<file path="src/rtl/parity_pkg.sv">
// Shared types and encodings for the serial parity engine.
package parity_pkg;

   typedef enum logic {
      ST_DATA = 1'b0,
      ST_PAR  = 1'b1
   } state_e;

   localparam logic PAR_EVEN = 1'b0;
   localparam logic PAR_ODD  = 1'b1;
   localparam logic MODE_GEN = 1'b0;
   localparam logic MODE_CHK = 1'b1;

endpackage

</file>
<file path="src/rtl/frame_bit_counter.sv">
// Counts accepted bits within a frame; clr has priority over inc.
module frame_bit_counter #(
   parameter  int unsigned FRAME_BITS = 3,
   localparam int unsigned CNT_W      = $clog2(FRAME_BITS + 1)
) (
   input  logic             clk,
   input  logic             reset,
   input  logic             clr,
   input  logic             inc,
   output logic [CNT_W-1:0] cnt,
   output logic             last
);

   localparam logic [CNT_W-1:0] LAST_IDX = CNT_W'(FRAME_BITS - 1);

   logic [CNT_W-1:0] cnt_q, cnt_d;

   always_comb begin
      cnt_d = cnt_q;
      if (clr)
         cnt_d = '0;
      else if (inc)
         cnt_d = cnt_q + CNT_W'(1);
   end

   always_ff @(posedge clk or negedge reset) begin
      if (!reset)
         cnt_q <= '0;
      else
         cnt_q <= cnt_d;
   end

   assign cnt  = cnt_q;
   assign last = (cnt_q == LAST_IDX);

endmodule

</file>
<file path="src/rtl/serial_parity_engine.sv">
// Serial parity generator/checker for fixed-length frames of a 1-bit stream.
// Mode (odd/even, generate/check) is captured on the first bit of each frame.
module serial_parity_engine
   import parity_pkg::*;
#(
   parameter  int unsigned FRAME_BITS = 3,
   localparam int unsigned CNT_W      = $clog2(FRAME_BITS + 1)
) (
   input  logic clk,
   input  logic reset,
   input  logic clr,
   input  logic w_valid,
   input  logic w,
   input  logic odd_sel,
   input  logic chk_en,
   output logic p,
   output logic p_valid,
   output logic err,
   output logic busy
);

   state_e           state_q, state_d;
   logic             acc_q, acc_d;
   logic             odd_l_q, odd_l_d;
   logic             chk_l_q, chk_l_d;
   logic             p_q, p_d;
   logic             p_valid_q, p_valid_d;
   logic             err_q, err_d;
   logic             busy_q, busy_d;

   logic             cnt_clr, cnt_inc, cnt_last;
   logic [CNT_W-1:0] cnt;

   frame_bit_counter #(
      .FRAME_BITS(FRAME_BITS)
   ) u_cnt (
      .clk  (clk),
      .reset(reset),
      .clr  (cnt_clr),
      .inc  (cnt_inc),
      .cnt  (cnt),
      .last (cnt_last)
   );

   always_comb begin
      state_d   = state_q;
      acc_d     = acc_q;
      odd_l_d   = odd_l_q;
      chk_l_d   = chk_l_q;
      p_d       = p_q;
      p_valid_d = 1'b0;
      err_d     = err_q;
      busy_d    = busy_q;
      cnt_clr   = 1'b0;
      cnt_inc   = 1'b0;

      if (clr) begin
         state_d = ST_DATA;
         acc_d   = 1'b0;
         busy_d  = 1'b0;
         cnt_clr = 1'b1;
      end else if (w_valid) begin
         unique case (state_q)
            ST_DATA: begin
               if (cnt == '0) begin
                  odd_l_d = odd_sel;
                  chk_l_d = chk_en;
                  acc_d   = w;
                  busy_d  = 1'b1;
                  cnt_inc = 1'b1;
               end else if (!cnt_last) begin
                  acc_d   = acc_q ^ w;
                  cnt_inc = 1'b1;
               end else if (chk_l_q == MODE_CHK) begin
                  // counter runs on to FRAME_BITS while the parity bit is awaited
                  acc_d   = acc_q ^ w;
                  state_d = ST_PAR;
                  cnt_inc = 1'b1;
               end else begin
                  p_d       = acc_q ^ w ^ (odd_l_q == PAR_ODD);
                  p_valid_d = 1'b1;
                  err_d     = 1'b0;
                  busy_d    = 1'b0;
                  cnt_clr   = 1'b1;
               end
            end
            ST_PAR: begin
               p_d       = w;
               err_d     = (acc_q ^ (odd_l_q == PAR_ODD)) != w;
               p_valid_d = 1'b1;
               busy_d    = 1'b0;
               cnt_clr   = 1'b1;
               state_d   = ST_DATA;
            end
         endcase
      end
   end

   always_ff @(posedge clk or negedge reset) begin
      if (!reset) begin
         state_q   <= ST_DATA;
         acc_q     <= 1'b0;
         odd_l_q   <= PAR_EVEN;
         chk_l_q   <= MODE_GEN;
         p_q       <= 1'b0;
         p_valid_q <= 1'b0;
         err_q     <= 1'b0;
         busy_q    <= 1'b0;
      end else begin
         state_q   <= state_d;
         acc_q     <= acc_d;
         odd_l_q   <= odd_l_d;
         chk_l_q   <= chk_l_d;
         p_q       <= p_d;
         p_valid_q <= p_valid_d;
         err_q     <= err_d;
         busy_q    <= busy_d;
      end
   end

   assign p       = p_q;
   assign p_valid = p_valid_q;
   assign err     = err_q;
   assign busy    = busy_q;

endmodule

</file>
<file path="config.mk">
export PLATFORM = sky130hd
export DESIGN_NAME = serial_parity_engine
export DESIGN_NICKNAME = d
export VERILOG_FILES = /design/src/rtl/parity_pkg.sv /design/src/rtl/frame_bit_counter.sv /design/src/rtl/serial_parity_engine.sv
export SDC_FILE = /design/constraint.sdc
export NUM_CORES = 1
export LEC_CHECK = 0
export ABC_CLOCK_PERIOD_IN_PS = 1620
export BUFFER_PORTS_ARGS = -buffer_cell sky130_fd_sc_hd__buf_4
export CORE_MARGIN = 5
export CORE_UTILIZATION = 24
export DETAILED_ROUTE_END_ITERATION = 10
export MAX_ROUTING_LAYER = met4
export PLACE_DENSITY = 0.46
export SYNTH_ARGS = -nofsm -noshare
export SYNTH_HDL_FRONTEND = slang
export SYNTH_SLANG_ARGS = --single-unit
</file>
<file path="constraint.sdc">
create_clock -name clk -period 1.62 [get_ports clk]
set_input_delay 0.081 -clock clk [delete_from_list [all_inputs] [get_ports clk]]
set_output_delay 0.081 -clock clk [all_outputs]
set_load 0.02 [all_outputs]
</file>
Yosys cells after proc, flatten, opt, wreduce, memory -nomap -nowiden --
Cells that the tools add are included.
Operators by class: $add $sub $neg 1, bitwise logic cells 5, reduce and logical (&&, ||, !) cells 7, multiplexer cells 38, equality and inequality tests 9
Operators with widths (count):
- $mux W1 | 31
- $pmux W1 S2 | 5
- $ne A2 B2 Y1 const B | 4
- $ne A4 B4 Y1 const B | 2
- $reduce_and A3 Y1 | 2
- $reduce_and A5 Y1 | 1
- $mux W2 | 2
- $ne A4 B3 Y1 const B | 1
- $reduce_and A4 Y1 | 1
- $reduce_bool A2 Y1 | 2
- $xor A1 B1 Y1 | 3
- $add A2 B1 Y2 const B | 1
- $eq A2 B2 Y1 const B | 1
- $logic_not A2 Y1 | 1
- $not A1 Y1 | 2
- $ne A1 B1 Y1 | 1
Storage, ports and cells: output and inout bits 4, register bits 10, input port bits 7

Depth between registers and ports, before layout --
word-level depth 8, depth in mapped cells 6

Cells and area by module --
A second synthesis with hierarchy kept.
Second synthesis, totals: cells, all modules 51, area, all modules 536.8 µm²
By module, submodules not included:
- serial_parity_engine | times used 1, cells each 42, area an instance 436.7 µm²
- frame_bit_counter | times used 1, cells each 9, area an instance 100.1 µm²

Least setup slack after synthesis --
No wires, ideal clock.
path kind reg2reg, from register u_cnt.cnt_q[0], in the netlist u_cnt.cnt[0], to register u_cnt.cnt_q[1], in the netlist u_cnt.cnt[1], cell stages (with the launch flop) 7, setup slack 296 ps, period minus slack after synthesis 1324 ps, path buffers 0, arrival time 1206 ps, path through dfrtp_1 -> inv_1 -> ha_1 -> nand2b_4 -> o21ai_1 -> mux2i_1 -> nor2_1
Between the ends: longest elaborated chain between the ends 7
Ends and longest elaborated chain:
- start, declared | line frame_bit_counter.sv:16 | logic [CNT_W-1:0] cnt_q, cnt_d;
- start signal, assigned | line frame_bit_counter.sv:30 | cnt_q <= cnt_d;
- $eq A2 B2 Y1 | line frame_bit_counter.sv:34 | assign last = (cnt_q == LAST_IDX);
- $mux W1 | line serial_parity_engine.sv:71 | end else if (!cnt_last) begin
- $mux W1 | line serial_parity_engine.sv:65 | if (cnt == '0) begin
- $pmux W1 S2 or $mux W1 (tied branches) | line serial_parity_engine.sv:63 | unique case (state_q)
- $mux W1 | line serial_parity_engine.sv:62 | end else if (w_valid) begin
- $mux W1 | line serial_parity_engine.sv:57 | if (clr) begin
- $mux W2 or $reduce_bool A2 Y1 (tied branches)
Parallel ways exist; a longest one is shown, timed or not. The select of a mux whose other input is x is not followed. A chain may end at the register's enable or synchronous reset.

Final worst setup path --
Ends and elaborated chain as after synthesis.

==> impl_metrics.prom <==
# TYPE chip_impl_metric gauge
chip_impl_metric{name="initial_utilization",unit="%"} 24.5
chip_impl_info{name="worst_setup_path_start_kind",value="register"} 1
chip_impl_metric{name="via_count",unit=""} 436
chip_impl_metric{name="grt_start_max_net_pins",unit=""} 11
chip_impl_metric{name="synth_cells",unit=""} 55
chip_impl_metric{name="dpl.hpwl",unit="microns"} 926
chip_impl_metric{name="post_layout_nonfiller_instances",unit=""} 100
chip_impl_metric{name="power_leakage",unit="nW"} 0.333
chip_impl_metric{name="final_cell_area",unit="sq um"} 739
chip_impl_metric{name="holdWs",unit="ns"} 0.0205
chip_impl_info{name="worstSetupPathType",value="reg2reg"} 1
chip_impl_metric{name="synth.yosys.warnings",unit=""} 0
chip_impl_metric{name="clock_latency",unit="ns"} 0.26
chip_impl_metric{name="post_drt_via_cell_ratio",unit=""} 4.36
chip_impl_metric{name="ant_cells",unit=""} 0
chip_impl_metric{name="worstPathMaxFanout",unit=""} 6
chip_impl_info{name="most_common_library_cell_in_the_layout_ignoring_fill_and_taps",value="sky130_fd_sc_hd__buf_4"} 1
chip_impl_metric{name="fp.dieW",unit="microns"} 59.6
chip_impl_metric{name="min_period",unit="ns"} 1.45
chip_impl_info{name="r2r_startpoint",value="u_cnt.cnt[0]$_DFFE_PN0P_"} 1
chip_impl_metric{name="post-cts-setup-buffer-count",unit=""} 0
chip_impl_metric{name="arrival",unit="ns"} 1.60
chip_impl_metric{name="worst_r2r_path_depth",unit=""} 6
chip_impl_metric{name="synth_area",unit="sq um"} 591
chip_impl_metric{name="port-buffer-count",unit=""} 10
chip_impl_metric{name="vdd_drop_max",unit="mV"} 0.360
chip_impl_metric{name="die_area",unit="sq um"} 3550
chip_impl_info{name="critical_path_cell_by_cell",value="inv_1 > ha_1 > nand2b_4 > o21ai_1 > mux2i_1 > nor2_1"} 1
chip_impl_metric{name="cts-root-to-sink-buffers",unit=""} 2
chip_impl_metric{name="number_of_antenna_violations_at_the_first_check_in_global_routing",unit=""} 0
chip_impl_metric{name="fmaxAchievable",unit="GHz"} 0.689
chip_impl_metric{name="final_hold_viol_count",unit=""} 0
chip_impl_metric{name="drt-initial-drc-count",unit=""} 5
chip_impl_metric{name="slew_violations",unit=""} 0
chip_impl_metric{name="number_of_sinks_handled_by_clock_tree_synthesis",unit=""} 10
chip_impl_metric{name="ys_types",unit=""} 29
chip_impl_metric{name="core_area",unit="sq um"} 2410
chip_impl_info{name="status",value="finished, final reports clean"} 1
chip_impl_metric{name="asyncSetResetFlopFracSynth",unit="%"} 100
chip_impl_info{name="worstSetupEndpoint",value="u_cnt.cnt[1]$_DFFE_PN0P_"} 1
chip_impl_metric{name="power.total",unit="mW"} 0.568
chip_impl_metric{name="grt_pass1_vias",unit=""} 417
chip_impl_info{name="buffer_type_at_the_clock_tree_root",value="sky130_fd_sc_hd__clkbuf_4"} 1
chip_impl_metric{name="gp_congestion",unit=""} 0.724
chip_impl_metric{name="tightest_slew",unit="ns"} 0.317
chip_impl_metric{name="layout_worst_path_cycle_share",unit="%"} 89.6
chip_impl_metric{name="first_pass_grt_wire_length",unit="microns"} 1980
chip_impl_metric{name="max_cap_violations",unit=""} 0
chip_impl_metric{name="cts_made_buffers",unit=""} 3
chip_impl_metric{name="path_depth",unit=""} 6
chip_impl_info{name="leading_cell_types_in_the_layout_fill_and_taps_excluded",value="sky130_fd_sc_hd__buf_4, sky130_fd_sc_hd__dfrtp_1, sky130_fd_sc_hd__nor2_1"} 1
chip_impl_info{name="worst_r2r_endpoint",value="u_cnt.cnt[1]$_DFFE_PN0P_"} 1
chip_impl_metric{name="gr-usage-all-layers",unit="%"} 8.10
chip_impl_metric{name="power.density_cell_area",unit="nW/um^2"} 769
chip_impl_metric{name="area_after_dpl",unit="sq um"} 707
chip_impl_metric{name="postRouteAntennaNets",unit=""} 0
chip_impl_metric{name="ys_seq_elements",unit=""} 10
chip_impl_metric{name="wirelength",unit="microns"} 1140
chip_impl_metric{name="overflow",unit=""} 0
chip_impl_info{name="synth-main-ff-cell",value="sky130_fd_sc_hd__dfrtp_1"} 1
chip_impl_metric{name="clk_pin_slew_worst_paths",unit="ns"} 0.06
chip_impl_info{name="cpLargestDelayFamily",value="flip-flops"} 1
chip_impl_metric{name="placement_rows",unit=""} 18
chip_impl_metric{name="path_buf_inv",unit=""} 1
chip_impl_metric{name="worst_slew_margin_rel",unit="%"} 78.8
chip_impl_metric{name="syn_to_final_growth",unit="%"} 25.2
chip_impl_metric{name="nNetsFinal",unit=""} 82
chip_impl_metric{name="register_to_register_setup_slack",unit="ns"} 0.17
chip_impl_metric{name="drcViolationCount",unit=""} 0
chip_impl_metric{name="seq_area_frac_synth",unit="%"} 42.4
chip_impl_metric{name="detail_route.wl_per_cell",unit="microns"} 11.4
chip_impl_metric{name="fin_skew",unit="ns"} 0.00661
chip_impl_metric{name="max_stage_delay",unit="ns"} 0.35
chip_impl_metric{name="critical_path_required",unit="ns"} 1.77
chip_impl_info{name="tritoncts",value="done"} 1
chip_impl_metric{name="height_of_the_die",unit="microns"} 59.6
chip_impl_info{name="timing.critical_path.to_type",value="register"} 1
chip_impl_metric{name="synth.net_count",unit=""} 65
chip_impl_metric{name="post_cts_resized",unit=""} 0
chip_impl_metric{name="setup-violations-final",unit=""} 0
chip_impl_info{name="setup.worst_path.start",value="u_cnt.cnt[0]$_DFFE_PN0P_"} 1
chip_impl_metric{name="totalNegativeSetupSlack",unit="ns"} 0
chip_impl_metric{name="ios",unit=""} 11
chip_impl_info{name="rsz0062_at_grt",value="no"} 1
chip_impl_info{name="worst_hold_path_type",value="in2reg"} 1
chip_impl_metric{name="layout-drive-gt1-share",unit="%"} 28.6
chip_impl_metric{name="post_synthesis_mean_instance_area",unit="sq um"} 10.7
chip_impl_info{name="cp_slowest_cell",value="sky130_fd_sc_hd__dfrtp_1"} 1
chip_impl_metric{name="number_of_synthesized_flops_with_an_enable_pin",unit=""} 0
chip_impl_metric{name="numPlacedInstances",unit=""} 96
chip_impl_metric{name="cts_htree_levels",unit=""} 1
chip_impl_metric{name="dr.pass1.iters",unit=""} 3
==> metal layers <==
metal	global-route usage (%)	wire length, microns	vias to the layer above
met5	-	0	-
met4	5.70	23	0
met3	2.61	45	4
met2	11.7	560	6
met1	9.37	508	201
li1	-	-	225
==> cell families after synthesis <==
kind of cell,Yosys count,synth area share [%]
simple gates,21,24.2
buf+inv,4,3.81
flops,10,42.4
xor+xnor,3,4.45
compound gates,10,11.7
mux,4,7.20
fa+ha+maj,3,6.36
==> flip-flops by register name, indices dropped and copies added, names as in the netlist <==
name	count
chk_l_q	1
busy	1
odd_l_q	1
p	1
acc_q	1
p_valid	1
state_q	1
u_cnt.cnt	2
err	1
==> worst min-delay path by stage <==
| stage | start | endpoint | slack, ns | depth (start not counted) |
|---|---|---|---|---|
| 2_1_floorplan | reset | acc_q$_DFFE_PN0P_ | -0.21 | 0 |
| 3_3_place_gp | reset | odd_l_q$_DFFE_PN0P_ | -0.08 | 1 |
| 3_5_place_dp | reset | err$_DFFE_PN0P_ | -0.08 | 1 |
| 4_1_cts | clr | acc_q$_DFFE_PN0P_ | 0.009 | 2 |
| 5_1_grt | odd_sel | odd_l_q$_DFFE_PN0P_ | 0.01 | 2 |
| 6_report | clr | acc_q$_DFFE_PN0P_ | 0.02 | 2 |
==> synthesized netlist by cell type (2+ instances only) <==
cell type / number / area, sq um
sky130_fd_sc_hd__ha_1: 3 / 37.5
sky130_fd_sc_hd__and2_1: 2 / 12.5
sky130_fd_sc_hd__xnor2_1: 3 / 26.3
sky130_fd_sc_hd__dfrtp_1: 10 / 250
sky130_fd_sc_hd__mux2_1: 2 / 22.5
sky130_fd_sc_hd__inv_1: 3 / 11.3
sky130_fd_sc_hd__nor2_1: 5 / 18.8
sky130_fd_sc_hd__a21oi_1: 2 / 10.0
sky130_fd_sc_hd__mux2i_1: 2 / 20.0
sky130_fd_sc_hd__nand2_1: 2 / 7.51
sky130_fd_sc_hd__nor2b_1: 3 / 18.8
==> what timing repair did <==
action | CTS | global route
hold buffers | 1 | 0
setup endpoints to repair | 0 | 0
endpoints found under the hold margin | 10 | 0
==> layout make-up <==
cell class / instances / area [sq um]
Fill cell: 259 / 1670
Multi-Input combinational cell: 41 / 318
Sequential cell: 10 / 250
Timing Repair Buffer: 13 / 100
Tap cell: 30 / 37.5
Clock buffer: 3 / 22.5
Inverter: 3 / 11.3
==> stage by stage <==
stage / util (%) / setup slack, ns
after floorplan: - / 0.296
after global placement: 29.3 / 0.226
after detailed placement: 29.3 / 0.164
after CTS: 30.7 / 0.159
after global routing: 30.7 / 0.0838
final: 30.7 / 0.169
==> where the power goes <==
group	leakage (nW)	internal, mW	switching, mW	total, mW
Combinational	0.187	0.0619	0.0586	0.120
Clock	0.0138	0.0855	0.0795	0.165
Sequential	0.133	0.269	0.0140	0.283
Total	0.333	0.416	0.152	0.568
Power figures use the tool's default switching activity.
